[src/rtl/sum_accumulator.sv]
// Accumulates COUNT consecutive 17-bit adder results into one saturated frame
// total, presented on a valid/ready output port that is held until accepted.
module sum_accumulator #(
    parameter int COUNT = 4,
    parameter int ACC_W = 24
) (
    input  logic             clk,
    input  logic             rst_n,
    input  logic             clear,
    input  logic             in_valid,
    output logic             in_ready,
    input  logic [15:0]      in_sum,
    input  logic             in_cout,
    output logic             out_valid,
    input  logic             out_ready,
    output logic [ACC_W-1:0] out_acc,
    output logic             out_sat
);

    typedef enum logic [0:0] {
        ACCUM = 1'b0,
        HOLD  = 1'b1
    } state_t;

    localparam logic [7:0]       LAST_CNT = 8'(COUNT - 1);
    localparam logic [ACC_W-1:0] ACC_MAX  = {ACC_W{1'b1}};
    localparam logic [ACC_W-1:0] ACC_ZERO = {ACC_W{1'b0}};

    // Saturating add: MSB of the result is the overflow flag, low bits the clamped sum.
    function automatic logic [ACC_W:0] sat_add(input logic [ACC_W-1:0] a,
                                               input logic [ACC_W:0]   b);
        logic [ACC_W:0] raw;
        raw = {1'b0, a} + b;
        if (raw[ACC_W]) begin
            sat_add = {1'b1, ACC_MAX};
        end else begin
            sat_add = {1'b0, raw[ACC_W-1:0]};
        end
    endfunction

    state_t           state_r, state_nxt_s;
    logic [ACC_W-1:0] acc_r, acc_nxt_s;
    logic [7:0]       cnt_r, cnt_nxt_s;
    logic             sat_r, sat_nxt_s;
    logic [ACC_W-1:0] out_acc_r, out_acc_nxt_s;
    logic             out_sat_r, out_sat_nxt_s;
    logic [ACC_W:0]   operand_s;
    logic [ACC_W:0]   sum_s;

    assign operand_s = {{(ACC_W - 16){1'b0}}, in_cout, in_sum};
    assign sum_s     = sat_add(acc_r, operand_s);

    // Handshake flags come straight from the state register; clear blocks acceptance.
    assign in_ready  = (state_r == ACCUM) && !clear;
    assign out_valid = (state_r == HOLD);
    assign out_acc   = out_acc_r;
    assign out_sat   = out_sat_r;

    // Next-state and datapath update for the frame FSM.
    always_comb begin
        state_nxt_s   = state_r;
        acc_nxt_s     = acc_r;
        cnt_nxt_s     = cnt_r;
        sat_nxt_s     = sat_r;
        out_acc_nxt_s = out_acc_r;
        out_sat_nxt_s = out_sat_r;
        case (state_r)
            ACCUM: begin
                if (clear) begin
                    acc_nxt_s = ACC_ZERO;
                    cnt_nxt_s = 8'd0;
                    sat_nxt_s = 1'b0;
                end else if (in_valid) begin
                    if (cnt_r == LAST_CNT) begin
                        out_acc_nxt_s = sum_s[ACC_W-1:0];
                        out_sat_nxt_s = sat_r | sum_s[ACC_W];
                        state_nxt_s   = HOLD;
                        acc_nxt_s     = ACC_ZERO;
                        cnt_nxt_s     = 8'd0;
                        sat_nxt_s     = 1'b0;
                    end else begin
                        acc_nxt_s = sum_s[ACC_W-1:0];
                        sat_nxt_s = sat_r | sum_s[ACC_W];
                        cnt_nxt_s = cnt_r + 8'd1;
                    end
                end else begin
                    state_nxt_s = ACCUM;
                end
            end
            HOLD: begin
                // A cleared frame is discarded, so its total is not left visible.
                if (clear) begin
                    state_nxt_s   = ACCUM;
                    out_acc_nxt_s = ACC_ZERO;
                    out_sat_nxt_s = 1'b0;
                end else if (out_ready) begin
                    state_nxt_s = ACCUM;
                end else begin
                    state_nxt_s = HOLD;
                end
            end
            default: begin
                state_nxt_s = ACCUM;
                acc_nxt_s   = ACC_ZERO;
                cnt_nxt_s   = 8'd0;
                sat_nxt_s   = 1'b0;
            end
        endcase
    end

    // State and datapath registers.
    always_ff @(posedge clk or negedge rst_n) begin
        if (!rst_n) begin
            state_r   <= ACCUM;
            acc_r     <= ACC_ZERO;
            cnt_r     <= 8'd0;
            sat_r     <= 1'b0;
            out_acc_r <= ACC_ZERO;
            out_sat_r <= 1'b0;
        end else begin
            state_r   <= state_nxt_s;
            acc_r     <= acc_nxt_s;
            cnt_r     <= cnt_nxt_s;
            sat_r     <= sat_nxt_s;
            out_acc_r <= out_acc_nxt_s;
            out_sat_r <= out_sat_nxt_s;
        end
    end

endmodule

[config.mk]
export PLATFORM = sky130hd
export DESIGN_NAME = sum_accumulator
export DESIGN_NICKNAME = d
export VERILOG_FILES = /design/src/rtl/sum_accumulator.sv
export SDC_FILE = /design/constraint.sdc
export NUM_CORES = 1
export LEC_CHECK = 0
export ABC_AREA = 0
export CORE_MARGIN = 8
export CORE_UTILIZATION = 45
export CTS_CLUSTER_DIAMETER = 100
export DETAILED_ROUTE_END_ITERATION = 16
export PLACE_DENSITY = 0.67
export SKIP_LAST_GASP = 1
export SLEW_MARGIN = 10
export SYNTH_ARGS = -nofsm -noshare
export SYNTH_HDL_FRONTEND = slang
export SYNTH_SLANG_ARGS = --single-unit
[constraint.sdc]
create_clock -name clk -period 5.4 [get_ports clk]
set_input_delay 0.54 -clock clk [delete_from_list [all_inputs] [get_ports clk]]
set_output_delay 0.54 -clock clk [all_outputs]
set_load 0.01 [all_outputs]
* After elaboration in Yosys (flattened, before gate mapping)
Cells that the tools add are included.
** Cells by class
- Add/sub/neg operators :: 2
- Equal/unequal tests :: 5
- Multiplexer cells :: 26
- Bitwise operators :: 2
- Reductions and logical operators :: 5
** Operators with widths (number)
- 24-bit 2-to-1 mux :: 7
- 24-bit case mux with 2 select lines :: 1
- 24-bit by 17-bit adder with 25-bit output :: 1
- 25-bit 2-to-1 mux :: 1
- 8-bit 2-to-1 mux :: 3
- 1-bit 2-to-1 mux :: 12
- 8-bit by 1-bit adder with 8-bit output (second input constant) :: 1
- 8-bit by 2-bit equality test with 1-bit output (second input constant) :: 1
- 2-bit != test (second input constant) :: 3
- 1-bit case mux with 2 select lines :: 2
- 4-bit AND reduction :: 1
- 2-bit by 1-bit != test with 1-bit output (second input constant) :: 1
- 2-bit AND reduction :: 1
- 2-bit nonzero test :: 1
- 1-bit logical AND :: 1
- 1-bit logical NOT :: 1
- 1-bit NOT :: 1
- 1-bit bitwise OR :: 1
** Storage, ports and cells
- Flip-flop bits (word level) :: 59
- Input port bits :: 22
- Output and inout bits :: 27

* Longest topological paths before layout
Gate-level depths: netlist of run 1.
- Depth in word-level cells :: 7
- Mapped depth :: 9
- Depth with buffers taken out :: 8

* Worst setup path before layout of run 1
No wires, ideal clock.
- Path type :: input to register
- From :: input in_sum[0]
- To :: register acc_r[18]
- Setup time :: 121 ps
- Arrival :: 2632 ps
- Slack :: 2647 ps
- Cell stages on the path :: 8
- Cell sequence :: ha_1 -> fa_1 -> a211oi_1 -> o21ai_1 -> a22oi_1 -> mux2_1 -> a211o_1 -> a22o_1
** On the way
- Cells in the longest elaborated chain, start to end :: 5
** RTL lines
- start: declaration :: line 12 : input logic [15:0] in_sum,
- 24-bit by 17-bit adder with 25-bit output :: line 33 : raw = {1'b0, a} + b;
- 25-bit 2-to-1 mux :: line 34 : if (raw[ACC_W]) begin
- 24-bit 2-to-1 mux :: line 74 : if (cnt_r == LAST_CNT) begin
- 24-bit 2-to-1 mux :: line 73 : end else if (in_valid) begin
- 24-bit 2-to-1 mux :: line 69 : if (clear) begin
- end signal: assignment :: line 122 : acc_r <= acc_nxt_s;
- end: declaration :: line 42 : logic [ACC_W-1:0] acc_r, acc_nxt_s;
No other way between the ends. The select of a mux whose other input is x is not followed.
A chain may end at the register's enable or synchronous reset.

* Final worst setup path of run 1
Same ends and word-level chain as after synthesis.

==> results of run 1 <==
sequential cells by signal, indices dropped and copies added, names as in the netlist:
| signal | count |
|---|---|
| cnt_r | 8 |
| out_valid | 1 |
| sat_r | 1 |
| out_sat | 1 |
| out_acc | 24 |
| acc_r | 24 |
cells by family (layout without fill, tap and decap cells):
| family | after synthesis | after routing | synth area share [%] |
|---|---|---|---|
| AOI/OAI and AO/OA | 140 | 140 | 23.63 |
| xor gates and xnor gates | 11 | 11 | 2.637 |
| adders and majority gates | 20 | 20 | 7.055 |
| buffers and inverters | 33 | 76 | 4.075 |
| DFF | 59 | 59 | 40.41 |
| muxes | 2 | 2 | 0.6164 |
| and+or+nand+nor | 157 | 157 | 21.58 |
routing by layer:
layer,vias up,wire (µm)
met5,-,0
met4,0,195
met3,14,452
met2,80,4570
met1,1640,4523
li1,1643,-
worst paths after layout:
check	endpoint	slack, ps	cells after the start
min	out_acc[1]	340	2
max in group asynchronous	acc_r[13]	4560	2
max reg2reg	acc_r[18]	2440	8
min in group clk	out_sat	470	2
max	acc_r[18]	2210	9
min reg2reg	out_sat	470	2
power by group through the flow:
stage / clock network [mW] / registers (mW) / logic [mW]
after global routing: 0.463 / 0.658 / 1.01
after global placement: 0 / 0.644 / 0.876
after CTS: 0.442 / 0.641 / 0.895
after floorplan: 0 / 0.653 / 0.590
after detailed placement: 0 / 0.648 / 0.889
final: 0.433 / 0.641 / 0.897
per-stage QoR:
| stage | power, mW | utilization [%] | hold slack (ps) | std cells | instance area, µm² |
|---|---|---|---|---|---|
| 2_1_floorplan | 1.243 | - | 244.4 | 422 | 3654 |
| 3_3_place_gp | 1.520 | 51.81 | 459.2 | 555 | 4172 |
| 3_5_place_dp | 1.537 | 51.81 | 464.9 | 555 | 4172 |
| 4_1_cts | 1.978 | 54.45 | 372.1 | 570 | 4384 |
| 5_1_grt | 2.127 | 54.45 | 420.4 | 570 | 4384 |
| 6_report | 1.971 | 54.45 | 344.5 | 570 | 4384 |
layout make-up:
class | count | area, µm²
clock buffer | 14 | 182.7
clock inverter | 1 | 30.03
fill | 746 | 3667
inverter | 11 | 41.29
multi-input combinational | 330 | 2032
sequential | 59 | 1476
tap | 105 | 131.4
timing repair buffer | 50 | 490.5
layout by cell type, fill, tap and decap left out, types with 3 or more instances in the layout:
| cell type | count |
|---|---|
| a211oi_1 | 4 |
| xnor2_1 | 6 |
| or3_1 | 6 |
| nand3_1 | 17 |
| a22o_1 | 3 |
| nor2_1 | 27 |
| a211o_1 | 5 |
| a21oi_1 | 29 |
| a21o_1 | 5 |
| dfrtp_1 | 59 |
| o21ai_1 | 5 |
| o21ai_0 | 50 |
| nand4_1 | 15 |
| nand2_1 | 63 |
| inv_1 | 11 |
| o211ai_1 | 12 |
| a31oi_1 | 5 |
| ha_1 | 19 |
| and4_1 | 3 |
| and3_1 | 6 |
| xor2_1 | 5 |
| clkbuf_8 | 13 |
| a22oi_1 | 7 |
| or4_1 | 4 |
| clkdlybuf4s50_1 | 47 |
==> key figures, run 1 <==
Die
  – Die height: 106.1 µm
  – Initial Util: 45.38%
  – Die footprint: 11,260 µm²
  – Core Area: 8051 µm²
  – Die X: 106.1 µm
  – IO Pins: 49
  – Site Rows: 33

Clocking
  – Clock-pin transition on the worst setup and hold timing paths: 70 ps
  – H-tree depth: 3
  – Post-CTS Setup Inserts: 0
  – Clk Latency, worst-skew pair: 350 ps
  – Total CTS buffers: 9
  – Clock Path Buffers: 2
  – CTS tree: yes
  – Post-cts resize count: 0
  – Hold bufs inserted after CTS: 0
  – Clk sinks: 59
  – Root Driver: clkbuf_8

Worst setup path
  – Critical path's slowest cell: o21a_1
  – Delay-heaviest family, CP: compound AO/OA/AOI/OAI gates
  – Worst path required time: 5630 ps
  – Critical path fanouts, max: 25
  – Critical path capture point type: register
  – CP Cell Sequence: clkdlybuf4s50_1 > ha_1 > fa_1 > a211oi_1 > o211ai_1 > and2_1 > o21a_1 > a211o_1 > a22o_1
  – Critical path class: in2reg
  – Critical Path AT: 3420 ps
  – Crit path from: in_sum[0]
  – Critical path buffers and inverters: 1
  – Reg2reg start: acc_r[0]
  – Largest stage delay on the critical path: 520 ps
  – Critical Path Start Type: primary input

GRT
  – Met2 Track Usage GR: 28.69%
  – Met3 Track Usage GR: 3.327%
  – Global Route Usage Sum: 18.06%
  – Grt met1 use: 23.75%
  – Grt total ovfl: 0
  – Vias in the first global route: 3,359
  – Largest net degree at the start of global routing: 60
  – Global-route wire length before repair: 16,560 µm
  – Initial antenna violation count: 0
  – Most used routing layer: met2

Min path
  – Worst Hold Class: in2async

Logic synthesis
  – Mean post-synth cell area: 8.658 µm²
  – Top-count cell post-synth: nand2_1
  – Ys async rst share: 100.0%
  – Largest cells by area after synthesis: dfrtp_1 40%, o21ai_0 6.8%, ha_1 6.5%, nand2_1 6.5%, a21oi_1 4.0%
  – Synthesized area: 3654 µm²
  – Syn_nets: 464
  – Predominant post-synthesis flop cell: dfrtp_1
  – Sequential share of the synthesized area: 40.41%
  – Yosys reg bits: 59
  – Commonest cells post-synth: 63 x nand2_1, 59 x dfrtp_1, 50 x o21ai_0
  – EDFF count, synth: 0
  – Post-synth top area share: 40.41%
  – Post-Synthesis Cells: 422
  – Synth cell types: 55
  – Yosys warns: 0
  – Synth area leader: dfrtp_1

STA
  – Slew Limit Fails: 0
  – Slew HR: 37.46%
  – Worst setup margin: 2210 ps
  – Clock skew: 10.33 ps
  – RSZ-0062 raised after global routing: no
  – Crit path time final: 3190 ps
  – Worst Tran Pin Value: 938.0 ps
  – Fin. Hold Viols: 0
  – Final period util: 59.07%
  – Final setup TNS: 0 ps
  – Max Fclk: 0.3135 GHz
  – # setup viols final: 0

Layout
  – Nets: 503
  – Antenna fix cells: 0
  – Layout cells sized above 1: 6.022%
  – Area grow syn2layout: 20.00%

Route
  – Post-DR wirelength/cell: 17.09 µm
  – Post-route DRC: 0
  – Vias: 3,377
  – Via-per-instance ratio: 5.925
  – Initial detailed-routing violation count: 195
  – DR pass1 iterations: 5
  – Antenna Nets Post-Route: 0
  – Final WL: 9741 µm

Outcome
  – Outcome: finished, final reports clean

Place
  – Pre-CTS setup slack: 1840 ps
  – I/O Buffers: 48
  – Detailed Place HPWL: 6779 µm
  – GPL Wtd Cong: 0.8388

Power and ir drop
  – P_leak: 1.915 nW
  – Pint: 1.198 mW
  – Switching portion of total power: 39.25%
  – Switching pwr: 0.7737 mW
  – Worst vdd ir: 0.2238 mV
  – Reg power frac: 32.5%
  – Pwr dens: 449.7 nW/µm²
  – Clock power frac: 22.0%
  – Logic pwr share: 45.5%

Run
  – Max Cap Viol: 0
No activity file was read; power rests on OpenSTA's default activity.
==> inputs of run 2 (changes only) <==
Clock period 5.4 ns to 3.2 ns, I/O delays scaled along.
==> run 2 against run 1 <==
Non-clock buffer count is 8 higher. Utilization increased by 0.73 points. Largest power group unchanged. Power increased by 70%. Via count barely moved. Clock skew is 3.4 ps lower. Critical endpoint is now acc_r[17]. Combinational power is 71% higher. Final cell count is 1.6% higher. Design area grew 1.3%. Clock power rose by 72%. Setup slack lost 1800 ps. Routed wire length increased by 0.94%.
==> key figures, run 2 (synthesized netlist as in run 1, its figures left out) <==
Die
  – Site Rows: 33
  – Core Area: 8051 µm²
  – Initial Util: 45.38%
  – Die X: 106.1 µm
  – IO Pins: 49
  – Die height: 106.1 µm
  – Die footprint: 11,260 µm²

Place
  – Dpl cells: 562
  – Pre-CTS setup slack: 55.81 ps
  – I/O Buffers: 48
  – GPL Wtd Cong: 0.8758
  – Placed instance area: 4224 µm²
  – Detailed Place HPWL: 6953 µm

Run
  – Max Cap Viol: 0

Worst setup path
  – Critical Path Start Type: primary input
  – Critical path capture point type: register
  – Critical path class: in2reg
  – Critical Path AT: 2980 ps
  – Worst R2R End: acc_r[17]
  – Critical path's slowest cell: fa_1
  – Worst-case reg-to-reg path depth: 8
  – Reg2reg start: acc_r[0]
  – Worst path required time: 3400 ps
  – Critical path fanouts, max: 13
  – Largest stage delay on the critical path: 420 ps
  – CP Cell Sequence: clkdlybuf4s50_1 > ha_1 > fa_1 > a211oi_1 > o211ai_1 > and2_1 > o21a_1 > nand2_1 > o2111ai_1
  – Flop2flop setup slack: 440 ps

STA
  – Slew Limit Fails: 0
  – # setup viols final: 0
  – Clock skew: 6.917 ps
  – Crit path time final: 2782 ps
  – Max Fclk: 0.3594 GHz
  – Worst Tran Pin Value: 601.7 ps
  – Final period util: 86.95%
  – RSZ-0062 raised after global routing: no
  – Worst setup margin: 417.7 ps
  – Final setup TNS: 0 ps
  – Slew HR: 59.89%
  – Final hold slack: 470.7 ps
  – Fin. Hold Viols: 0

Layout
  – Post-Layout Inst Area: 4443 µm²
  – Final Non-Filler Cells: 579
  – Nets: 511
  – Final Core Density: 55.18%
  – Layout cells sized above 1: 7.384%
  – Commonest non-fill, non-tap cells in the layout: 63 x nand2_1, 59 x dfrtp_1, 50 x o21ai_0, 47 x clkdlybuf4s50_1, 29 x a21oi_1
  – Commonest non-fill, non-tap cell in the layout: nand2_1
  – Antenna fix cells: 0
  – Area grow syn2layout: 21.61%

GRT
  – Grt total ovfl: 0
  – Global-route wire length before repair: 16,460 µm
  – Global Route Usage Sum: 17.95%
  – Vias in the first global route: 3,353
  – Largest net degree at the start of global routing: 38
  – Initial antenna violation count: 0

Outcome
  – Outcome: finished, final reports clean

Power and ir drop
  – Worst vdd ir: 0.3452 mV
  – Pint: 2.035 mW
  – Pwr dens: 754.8 nW/µm²
  – P_leak: 1.950 nW
  – Switching portion of total power: 39.31%
  – Switching pwr: 1.318 mW
  – Total Power: 3.354 mW
  – Reg power frac: 32.2%
  – Logic pwr share: 45.6%
  – Clock power frac: 22.2%

Clocking
  – Hold bufs inserted after CTS: 1
  – Post-cts resize count: 0
  – Clk Latency, worst-skew pair: 340 ps
  – Clk sinks: 59
  – Clock Path Buffers: 2
  – H-tree depth: 3
  – Clock-pin transition on the worst setup and hold timing paths: 70 ps
  – Root Driver: clkbuf_8
  – Total CTS buffers: 9
  – Post-CTS Setup Inserts: 0
  – CTS tree: yes

Route
  – DR pass1 iterations: 4
  – Initial detailed-routing violation count: 161
  – Post-route DRC: 0
  – Post-DR wirelength/cell: 16.98 µm
  – Final WL: 9833 µm
  – Vias: 3,380
  – Antenna Nets Post-Route: 0
  – Via-per-instance ratio: 5.838

Min path
  – Hold EP: out_sat
  – Min-Delay Path Depth: 2
  – Critical hold path startpoint: out_sat
  – Worst Hold Class: reg2reg
[run 2: area by class of cell]
type | count | area [µm²]
repair buffers | 58 | 553.0
clock inverters | 5 | 77.57
fillers | 759 | 3608
multi-input cells | 330 | 2032
well taps | 105 | 131.4
clock buffers | 11 | 131.4
flip-flops and latches | 59 | 1476
inverters | 11 | 41.29
[run 2: power by group through the flow]
stage	Sequential [mW]	Clock, mW	Combinational [mW]
after floorplan	1.10	0	0.996
after global placement	1.09	0	1.49
after detailed placement	1.09	0	1.52
after CTS	1.08	0.756	1.53
after global routing	1.10	0.782	1.72
final	1.08	0.743	1.53
[run 2: layer usage]
metal | share of wire (%) | vias up | GRT usage [%] | routed length [µm]
met5 | 0 | - | 0 | 0
met4 | 2.6 | 0 | 9.347 | 253
met3 | 4.6 | 17 | 2.904 | 454
met2 | 47 | 83 | 28.11 | 4577
met1 | 46 | 1628 | 23.42 | 4548
li1 | - | 1652 | - | -
[run 2: worst max path at each step]
stage | from | endpoint | cells after the start
4_1_cts | in_sum[0] | out_acc[12] | 10
5_1_grt | in_sum[0] | out_acc[12] | 10
3_5_place_dp | in_sum[0] | out_acc[8] | 10
3_3_place_gp | in_sum[0] | acc_r[17] | 9
2_1_floorplan | acc_r[0] | acc_r[18] | 8
6_report | in_sum[0] | acc_r[17] | 9
[run 2: worst max-delay path: cells and delay by family]
family | cells | cell delay, ps
AOI/OAI and AO/OA | 4 | 1040
adders and majority gates | 2 | 650
and+or+nand+nor | 2 | 560
buffers and inverters | 1 | 410
